File: src/rtl/mem_arbiter_2p.sv
// Two-client main-memory arbiter: round-robin between the I-cache (client 0) and
// the D-cache (client 1), writeback before fill, registered one-cycle acks.

module mem_arbiter_2p_port #(
  parameter int WIDTH = 128
) (
  input  logic             clk,
  input  logic             reset,
  input  logic             wack_set_i,
  input  logic             rack_set_i,
  input  logic [WIDTH-1:0] mem_rdata_i,
  output logic             write_ack_o,
  output logic             read_ack_o,
  output logic [WIDTH-1:0] read_data_o
);
  logic             wack_q, rack_q;
  logic [WIDTH-1:0] rdata_q, rdata_d;

  assign rdata_d = rack_set_i ? mem_rdata_i : rdata_q;

  always_ff @(posedge clk) begin
    if (reset) begin
      wack_q  <= 1'b0;
      rack_q  <= 1'b0;
      rdata_q <= '0;
    end else begin
      wack_q  <= wack_set_i;
      rack_q  <= rack_set_i;
      rdata_q <= rdata_d;
    end
  end

  assign write_ack_o = wack_q;
  assign read_ack_o  = rack_q;
  assign read_data_o = rdata_q;
endmodule

module mem_arbiter_2p #(
  parameter int WIDTH  = 128,
  parameter int ADDR_W = 32
) (
  input  logic              clk,
  input  logic              reset,
  input  logic              c0_write_req,
  input  logic [ADDR_W-1:0] c0_write_addr,
  input  logic [WIDTH-1:0]  c0_write_data,
  output logic              c0_write_ack,
  input  logic              c0_read_req,
  input  logic [ADDR_W-1:0] c0_read_addr,
  output logic [WIDTH-1:0]  c0_read_data,
  output logic              c0_read_ack,
  input  logic              c1_write_req,
  input  logic [ADDR_W-1:0] c1_write_addr,
  input  logic [WIDTH-1:0]  c1_write_data,
  output logic              c1_write_ack,
  input  logic              c1_read_req,
  input  logic [ADDR_W-1:0] c1_read_addr,
  output logic [WIDTH-1:0]  c1_read_data,
  output logic              c1_read_ack,
  output logic              mem_req,
  output logic              mem_we,
  output logic [ADDR_W-1:0] mem_addr,
  output logic [WIDTH-1:0]  mem_wdata,
  input  logic [WIDTH-1:0]  mem_rdata,
  input  logic              mem_ack,
  output logic              grant,
  output logic              busy
);
  localparam int NUM_CLI = 2;

  typedef enum logic [1:0] {S_IDLE, S_WRITE, S_READ, S_RELEASE} state_e;

  logic [NUM_CLI-1:0]             wr_req, rd_req, cli_req;
  logic [NUM_CLI-1:0][ADDR_W-1:0] wr_addr, rd_addr;
  logic [NUM_CLI-1:0][WIDTH-1:0]  wr_data, rd_data;
  logic [NUM_CLI-1:0]             wack_set, rack_set, wack, rack;
  logic                           sel;

  state_e              state_q, state_d;
  logic                grant_q, grant_d, rr_q, rr_d;
  logic                mem_req_q, mem_req_d, mem_we_q, mem_we_d;
  logic [ADDR_W-1:0]   mem_addr_q, mem_addr_d;
  logic [WIDTH-1:0]    mem_wdata_q, mem_wdata_d;

  assign wr_req  = {c1_write_req, c0_write_req};
  assign rd_req  = {c1_read_req, c0_read_req};
  assign wr_addr = {c1_write_addr, c0_write_addr};
  assign rd_addr = {c1_read_addr, c0_read_addr};
  assign wr_data = {c1_write_data, c0_write_data};
  assign cli_req = wr_req | rd_req;

  // rr_ptr only breaks ties; a lone requester always wins.
  assign sel = (&cli_req) ? rr_q : cli_req[1];

  always_comb begin
    state_d     = state_q;
    grant_d     = grant_q;
    rr_d        = rr_q;
    mem_req_d   = mem_req_q;
    mem_we_d    = mem_we_q;
    mem_addr_d  = mem_addr_q;
    mem_wdata_d = mem_wdata_q;
    wack_set    = '0;
    rack_set    = '0;
    case (state_q)
      S_IDLE: begin
        if (|cli_req) begin
          grant_d   = sel;
          mem_req_d = 1'b1;
          if (wr_req[sel]) begin
            state_d     = S_WRITE;
            mem_we_d    = 1'b1;
            mem_addr_d  = wr_addr[sel];
            mem_wdata_d = wr_data[sel];
          end else begin
            state_d    = S_READ;
            mem_we_d   = 1'b0;
            mem_addr_d = rd_addr[sel];
          end
        end
      end
      S_WRITE: begin
        if (mem_ack && mem_req_q) begin
          wack_set[grant_q] = 1'b1;
          mem_req_d         = 1'b0;
          if (rd_req[grant_q]) begin
            // Grant stays locked so the evict+fill pair is atomic.
            state_d    = S_READ;
            mem_we_d   = 1'b0;
            mem_addr_d = rd_addr[grant_q];
          end else begin
            state_d = S_RELEASE;
          end
        end
      end
      S_READ: begin
        // Entered from WRITE with mem_req low: re-raise it for the fill.
        if (!mem_req_q) begin
          mem_req_d = 1'b1;
        end else if (mem_ack) begin
          rack_set[grant_q] = 1'b1;
          mem_req_d         = 1'b0;
          state_d           = S_RELEASE;
        end
      end
      S_RELEASE: begin
        rr_d    = ~grant_q;
        state_d = S_IDLE;
      end
      default: state_d = S_IDLE;
    endcase
  end

  always_ff @(posedge clk) begin
    if (reset) begin
      state_q     <= S_IDLE;
      grant_q     <= 1'b0;
      rr_q        <= 1'b0;
      mem_req_q   <= 1'b0;
      mem_we_q    <= 1'b0;
      mem_addr_q  <= '0;
      mem_wdata_q <= '0;
    end else begin
      state_q     <= state_d;
      grant_q     <= grant_d;
      rr_q        <= rr_d;
      mem_req_q   <= mem_req_d;
      mem_we_q    <= mem_we_d;
      mem_addr_q  <= mem_addr_d;
      mem_wdata_q <= mem_wdata_d;
    end
  end

  for (genvar g = 0; g < NUM_CLI; g++) begin : g_port
    mem_arbiter_2p_port #(.WIDTH(WIDTH)) u_port (
      .clk        (clk),
      .reset      (reset),
      .wack_set_i (wack_set[g]),
      .rack_set_i (rack_set[g]),
      .mem_rdata_i(mem_rdata),
      .write_ack_o(wack[g]),
      .read_ack_o (rack[g]),
      .read_data_o(rd_data[g])
    );
  end

  assign c0_write_ack = wack[0];
  assign c1_write_ack = wack[1];
  assign c0_read_ack  = rack[0];
  assign c1_read_ack  = rack[1];
  assign c0_read_data = rd_data[0];
  assign c1_read_data = rd_data[1];
  assign mem_req      = mem_req_q;
  assign mem_we       = mem_we_q;
  assign mem_addr     = mem_addr_q;
  assign mem_wdata    = mem_wdata_q;
  assign grant        = grant_q;
  assign busy         = (state_q != S_IDLE);
endmodule

File: config.mk
export PLATFORM = sky130hd
export DESIGN_NAME = mem_arbiter_2p
export DESIGN_NICKNAME = d
export VERILOG_FILES = /design/src/rtl/mem_arbiter_2p.sv
export SDC_FILE = /design/constraint.sdc
export NUM_CORES = 1
export LEC_CHECK = 0
export BUFFER_PORTS_ARGS = -buffer_cell sky130_fd_sc_hd__buf_4
export CORE_AREA = 2 2 369 371
export DETAILED_ROUTE_END_ITERATION = 6
export DIE_AREA = 0 0 371 373
export HOLD_SLACK_MARGIN = 0.05
export SYNTH_ARGS = -nofsm -noshare
export SYNTH_HDL_FRONTEND = slang
export SYNTH_SLANG_ARGS = --single-unit
File: constraint.sdc
create_clock -name clk -period 2.25 [get_ports clk]
set_clock_uncertainty 0.05 [all_clocks]
set_input_delay 0.225 -clock clk [delete_from_list [all_inputs] [get_ports clk]]
set_output_delay 0.225 -clock clk [all_outputs]
set_load 0.01 [all_outputs]
==> impl_metrics.py, run 1 <==
metrics = {
    "global_route": {
        "grt.total_usage": 0.134,
        "grt_pass1_vias": 21500,
        "grt_max_degree": 130,
        "antenna_found_initial": 19,
        "grt_pass1_wl_microns": 139000,
        "globalRouteOverflowTotal": 0,
    },
    "sta": {
        "tightest_slew_ns": 0.784,
        "fmax_mhz": 463,
        "period_share": 0.959,
        "fin_setup_tns_ns": 0,
        "whs_ns": 0.120,
        "slew_headroom": 0.478,
        "post-route-min-period_ns": 2.16,
        "slew_viol_final": 0,
        "hold_viol_final": 0,
        "setup_viol": 0,
        "rsz0062_at_grt": "no",
    },
    "die": {
        "fp.dieW_microns": 371,
        "fp-row-count": 135,
        "io_pins": 943,
        "initial_utilization": 0.130,
        "dieArea_sq_um": 138000,
        "coreArea_sq_um": 135000,
        "die_h_microns": 373,
    },
    "synthesis": {
        "synthFlopType": "dfxtp_1",
        "syn_inst": 2180,
        "synth_edf_count": 0,
        "synth_area_leaders": "dfxtp_1 (49%), nand2_1 (16%), a21oi_1 (7.4%)",
        "syn_area_sq_um": 17600,
        "yosysSeqAreaShare": 0.486,
        "synth_top_cell_by_area": "dfxtp_1",
        "avgSynthCellArea_sq_um": 8.06,
        "syn-num-nets": 2704,
        "synth_top_area_share": 0.486,
        "ys_seq_elements": 426,
        "synthArstFlopShare": 0,
        "synth_warnings": 0,
        "synth_cell_types": 42,
    },
    "pwr": {
        "ir_worst_vdd_mv": 0.652,
        "powerDensity_nw_per_um2": 840,
        "power.leakage_nw": 14.0,
    },
    "worst_setup_path": {
        "critical_path.slowest_cell": "dlygate4sd3_1",
        "path_cells": "dlygate4sd3_1 -> buf_4 -> nor2_4 -> o22ai_4 -> buf_4 -> mux2_1 -> dlygate4sd3_1 -> a221oi_2 -> a211oi_1",
        "crit_required_ns": 2.69,
        "end_kind": "register",
        "slowest_delay_ns": 0.58,
        "path_max_fanout": 7,
        "start_kind": "primary input",
        "crit_arrival_ns": 2.60,
        "path_class": "in -> reg",
    },
    "route": {
        "drc": 0,
        "avgRoutedWirePerCell_microns": 18.4,
        "final_antenna_net_count": 0,
        "dr.pass1.iters": 5,
        "via_count": 21600,
        "avgViaCountPerCell": 4.00,
        "first_iter_violations": 1438,
        "drt-total-wl_microns": 99500,
    },
    "cells_and_area": {
        "drive_gt1_frac": 0.339,
        "final_cell_mix": "buf_4 (1016), nand2_1 (770), dlygate4sd3_1 (479), dfxtp_1 (425), a21oi_1 (260)",
        "fillers": 14300,
        "layout_commonest_cell": "buf_4",
        "layout.nets": 4095,
        "synthToLayoutAreaGrowth_pct": 92.1,
    },
    "clock_network": {
        "clock_latency_ns": 0.62,
        "cts_tree": "yes",
        "path_clk_slew_ns": 0.06,
        "ctsLongestPathBuffers": 3,
        "cts_max_level": 2,
        "clock-sinks": 426,
        "numCtsBuffers": 51,
        "root_buffer": "clkbuf_16",
    },
    "run": {
        "drv_cap": 0,
    },
    "placed_design": {
        "dp_hpwl_microns": 74300,
        "port_buffers": 942,
        "place.gp.congestion": 0.915,
    },
    "min_path": {
        "hp-class": "in -> reg",
    },
    "outcome": {
        "outcome": "completed",
    },
}
==> power breakdown <==
part / switching [mW] / total [mW] / internal [mW]
Combinational: 5.55 / 10.2 / 4.63
Sequential: 0.838 / 9.59 / 8.75
Clock: 3.49 / 8.55 / 5.06
==> path summary, 6_finish.rpt <==
path | startpoint | to | slack, ns | cells after the start
setup reg to reg | rr_q | mem_addr[0] | 0.12 | 6
hold reg to reg | g_port[0].u_port.read_data_o[85] | g_port[0].u_port.read_data_o[85] | 0.40 | 2
setup / recovery | c0_write_req | mem_addr[0] | 0.09 | 9
hold / removal | c1_write_addr[12] | mem_addr[12] | 0.12 | 4
==> layout make-up <==
type / instances / area [sq um] / area share
multi-input cells: 1561 / 8190 / 0.243
diodes: 6 / 15.0 / 0.000445
clock buffers: 74 / 1450 / 0.0431
flip-flops and latches: 426 / 8530 / 0.253
clock inverters: 20 / 260 / 0.00772
inverters: 5 / 18.8 / 0.000556
repair buffers: 1526 / 13000 / 0.387
well taps: 1781 / 2230 / 0.0661
==> worst max-delay path, delay by kind of cell <==
kind                   cells  cell delay [ns]
buffers and inverters      4             1.50
and+or+nand+nor            1             0.15
muxes                      1             0.30
AOI/OAI and AO/OA          3             0.42
==> cells by family after synthesis <==
logic type	synth area share
muxes	0.0633
buffers and inverters	0.0523
AOI/OAI and AO/OA	0.180
adders and majority gates	0.00356
and+or+nand+nor	0.215
DFF	0.486
==> synth_stat cells (2+ instances only) <==
cell type	number
nand2_1	770
dfxtp_1	426
a21oi_1	260
nor2_1	206
a311oi_1	128
clkbuf_1	113
mux2_2	45
buf_2	41
a211oi_1	33
mux2i_1	33
buf_4	21
a221oi_2	20
mux2_4	16
a221oi_1	11
buf_6	8
buf_1	6
ha_1	5
inv_1	5
nor3_1	4
mux2_1	3
and3_1	2
nand2b_1	2
nand3_1	2
o21ai_0	2
==> per-stage QoR <==
| step | setup WS [ns] | total power, mW | area [sq um] | instances | utilization |
|---|---|---|---|---|---|
| floorplan | 0.414 | 14.1 | 17600 | 2180 | - |
| global placement | 0.139 | 19.0 | 27200 | 4816 | 0.202 |
| detailed placement | 0.106 | 19.1 | 27200 | 4816 | 0.202 |
| CTS | 0.0462 | 28.5 | 33700 | 5389 | 0.250 |
| global route | 0.00881 | 29.7 | 33700 | 5395 | 0.250 |
| finish | 0.0913 | 28.3 | 33700 | 5399 | 0.251 |
==> sequential cells by signal (all words and copies together), names as in the netlist <==
name and count:
mem_addr 32, mem_req 1, mem_we 1, g_port.u_port.write_ack_o 2, g_port.u_port.read_ack_o 2, rr_q 1
g_port.u_port.read_data_o 256, state_q 2, grant 1, mem_wdata 128
==> layer usage <==
| layer | GRT usage | part of all wire | up-vias |
|---|---|---|---|
| met5 | 0 | 0.0015 | - |
| met4 | 0.0689 | 0.053 | 24 |
| met3 | 0.0516 | 0.11 | 235 |
| met2 | 0.213 | 0.45 | 1069 |
| met1 | 0.156 | 0.39 | 10100 |
| li1 | - | - | 10200 |
==> what timing repair did <==
| action | in CTS | in global routing |
|---|---|---|
| setup endpoints to repair | 0 | 40 |
| hold endpoints to repair | 417 | 0 |
| buffers inserted | 0 | 3 |
| hold buffers | 479 | 0 |
| resized for setup | 0 | 2 |
Note: power is estimated with default switching activity, not from simulation.
==> inputs of run 2 (changes only) <==
--- a/config.mk
+++ b/config.mk
@@ -6,10 +6,12 @@
 export NUM_CORES = 1
 export LEC_CHECK = 0
 export BUFFER_PORTS_ARGS = -buffer_cell sky130_fd_sc_hd__buf_4
+export CAP_MARGIN = 20
 export CORE_AREA = 2 2 369 371
 export DETAILED_ROUTE_END_ITERATION = 6
 export DIE_AREA = 0 0 371 373
 export HOLD_SLACK_MARGIN = 0.05
+export REMOVE_ABC_BUFFERS = 1
 export SYNTH_ARGS = -nofsm -noshare
 export SYNTH_HDL_FRONTEND = slang
 export SYNTH_SLANG_ARGS = --single-unit
==> impl_metrics.py, run 2 (synthesized netlist as in run 1, its figures left out) <==
metrics = {
    "die": {
        "fp.dieW_microns": 371,
        "initial_utilization": 0.130,
        "fp-row-count": 135,
        "io_pins": 943,
        "coreArea_sq_um": 135000,
        "dieArea_sq_um": 138000,
        "die_h_microns": 373,
    },
    "run": {
        "drv_cap": 0,
    },
    "cells_and_area": {
        "synthToLayoutAreaGrowth_pct": 89.4,
        "multiInputGateArea_sq_um": 8190,
        "layout_commonest_cell": "buf_4",
        "postLayoutCellArea_sq_um": 33300,
        "layoutNonFillerInstCount": 5357,
        "largest_reg_flops": 256,
        "drive_gt1_frac": 0.339,
        "utilization": 0.247,
        "layout.nets": 4047,
        "fillers": 14700,
        "register_area_sq_um": 8530,
        "final_cell_mix": "buf_4 (995), nand2_1 (770), dlygate4sd3_1 (446), dfxtp_1 (425), a21oi_1 (260)",
    },
    "worst_setup_path": {
        "path_class": "in -> reg",
        "path_max_fanout": 13,
        "reg2reg_depth": 6,
        "start_kind": "primary input",
        "crit_arrival_ns": 2.61,
        "crit_required_ns": 2.67,
        "end_kind": "register",
    },
    "global_route": {
        "antenna_found_initial": 63,
        "grt_max_degree": 79,
        "grt_pass1_wl_microns": 154000,
        "globalRouteOverflowTotal": 0,
        "grt_pass1_vias": 20500,
        "grt.total_usage": 0.156,
    },
    "placed_design": {
        "place_ws_ns": 0.0598,
        "dp_cells": 4803,
        "dp_hpwl_microns": 92500,
        "place.gp.congestion": 0.931,
        "port_buffers": 942,
        "place_area_sq_um": 27200,
    },
    "clock_network": {
        "ctsLongestPathBuffers": 3,
        "clock-sinks": 426,
        "path_clk_slew_ns": 0.05,
        "numCtsBuffers": 49,
        "root_buffer": "clkbuf_16",
        "clock_latency_ns": 0.60,
        "cts_max_level": 2,
        "cts_tree": "yes",
    },
    "sta": {
        "whs_ns": 0.105,
        "rsz0062_at_grt": "no",
        "post-route-min-period_ns": 2.19,
        "tightest_slew_ns": 0.511,
        "fin_setup_tns_ns": 0,
        "setup_viol": 0,
        "slew_viol_final": 0,
        "slew_headroom": 0.659,
        "hold_viol_final": 0,
        "period_share": 0.973,
        "setup_slack_ns": 0.0601,
        "fmax_mhz": 457,
    },
    "pwr": {
        "powerDensity_nw_per_um2": 837,
        "total_power_mw": 27.8,
        "power.leakage_nw": 13.8,
        "ir_worst_vdd_mv": 0.513,
    },
    "min_path": {
        "whs_path_depth": 4,
        "hp-class": "in -> reg",
    },
    "route": {
        "final_antenna_net_count": 0,
        "dr.pass1.iters": 5,
        "first_iter_violations": 1678,
        "drt-total-wl_microns": 114000,
        "avgViaCountPerCell": 3.99,
        "drc": 0,
        "via_count": 21400,
        "avgRoutedWirePerCell_microns": 21.3,
    },
    "outcome": {
        "outcome": "completed",
    },
}
[run 2: cell count changes in the layout (fill, tap and decap cells not counted), sizes merged]
cell / delta
inv: +3
diode: +10
and3: -1
dlygate4sd3: -33
clkbuf: -5
bufinv: -4
buf: -12
[run 2: final cells by class]
type	instances	area share
Antenna cell	16	0.00120
Inverter	5	0.000564
Timing Repair Buffer	1481	0.383
Multi-Input combinational cell	1560	0.246
Sequential cell	426	0.257
Clock inverter	19	0.00455
Clock buffer	69	0.0412
Tap cell	1781	0.0670
[run 2: final timing paths]
path	endpoint	slack, ns	from
worst max register to register	mem_addr[28]	0.13	state_q[1]
worst min register to register	g_port[1].u_port.read_data_o[55]	0.40	g_port[1].u_port.read_data_o[55]
worst min-delay path	mem_addr[23]	0.10	c0_read_addr[23]
worst max-delay path	mem_addr[28]	0.06	c0_write_req
[run 2: power by group]
part	switching [mW]	total (mW)	internal, mW	leakage (nW)
clock network	3.43	7.81	4.37	0.754
logic	5.76	10.5	4.70	9.53
registers	0.830	9.58	8.75	3.47
[run 2: layer usage]
metal | GRT usage | wire [microns] | up-vias
met2 | 0.261 | 53300 | 972
li1 | - | - | 10100
met4 | 0.0491 | 4150 | 52
met3 | 0.0429 | 8950 | 232
met1 | 0.192 | 47100 | 10000
met5 | 0 | 345 | -
[run 2: what timing repair did]
item	CTS	global route
buffers inserted	0	4
gates resized for setup	0	1
endpoints found under the setup margin	0	3
hold buffers	446	0
hold endpoints to repair	413	0
[run 2: critical path: stages]
cell	delay, ns
dlygate4sd3_1	0.67
buf_4	0.19
nor2_2	0.06
o22ai_4	0.14
buf_12	0.19
buf_4	0.20
mux2_2	0.34
a221oi_1	0.40
a211oi_1	0.14
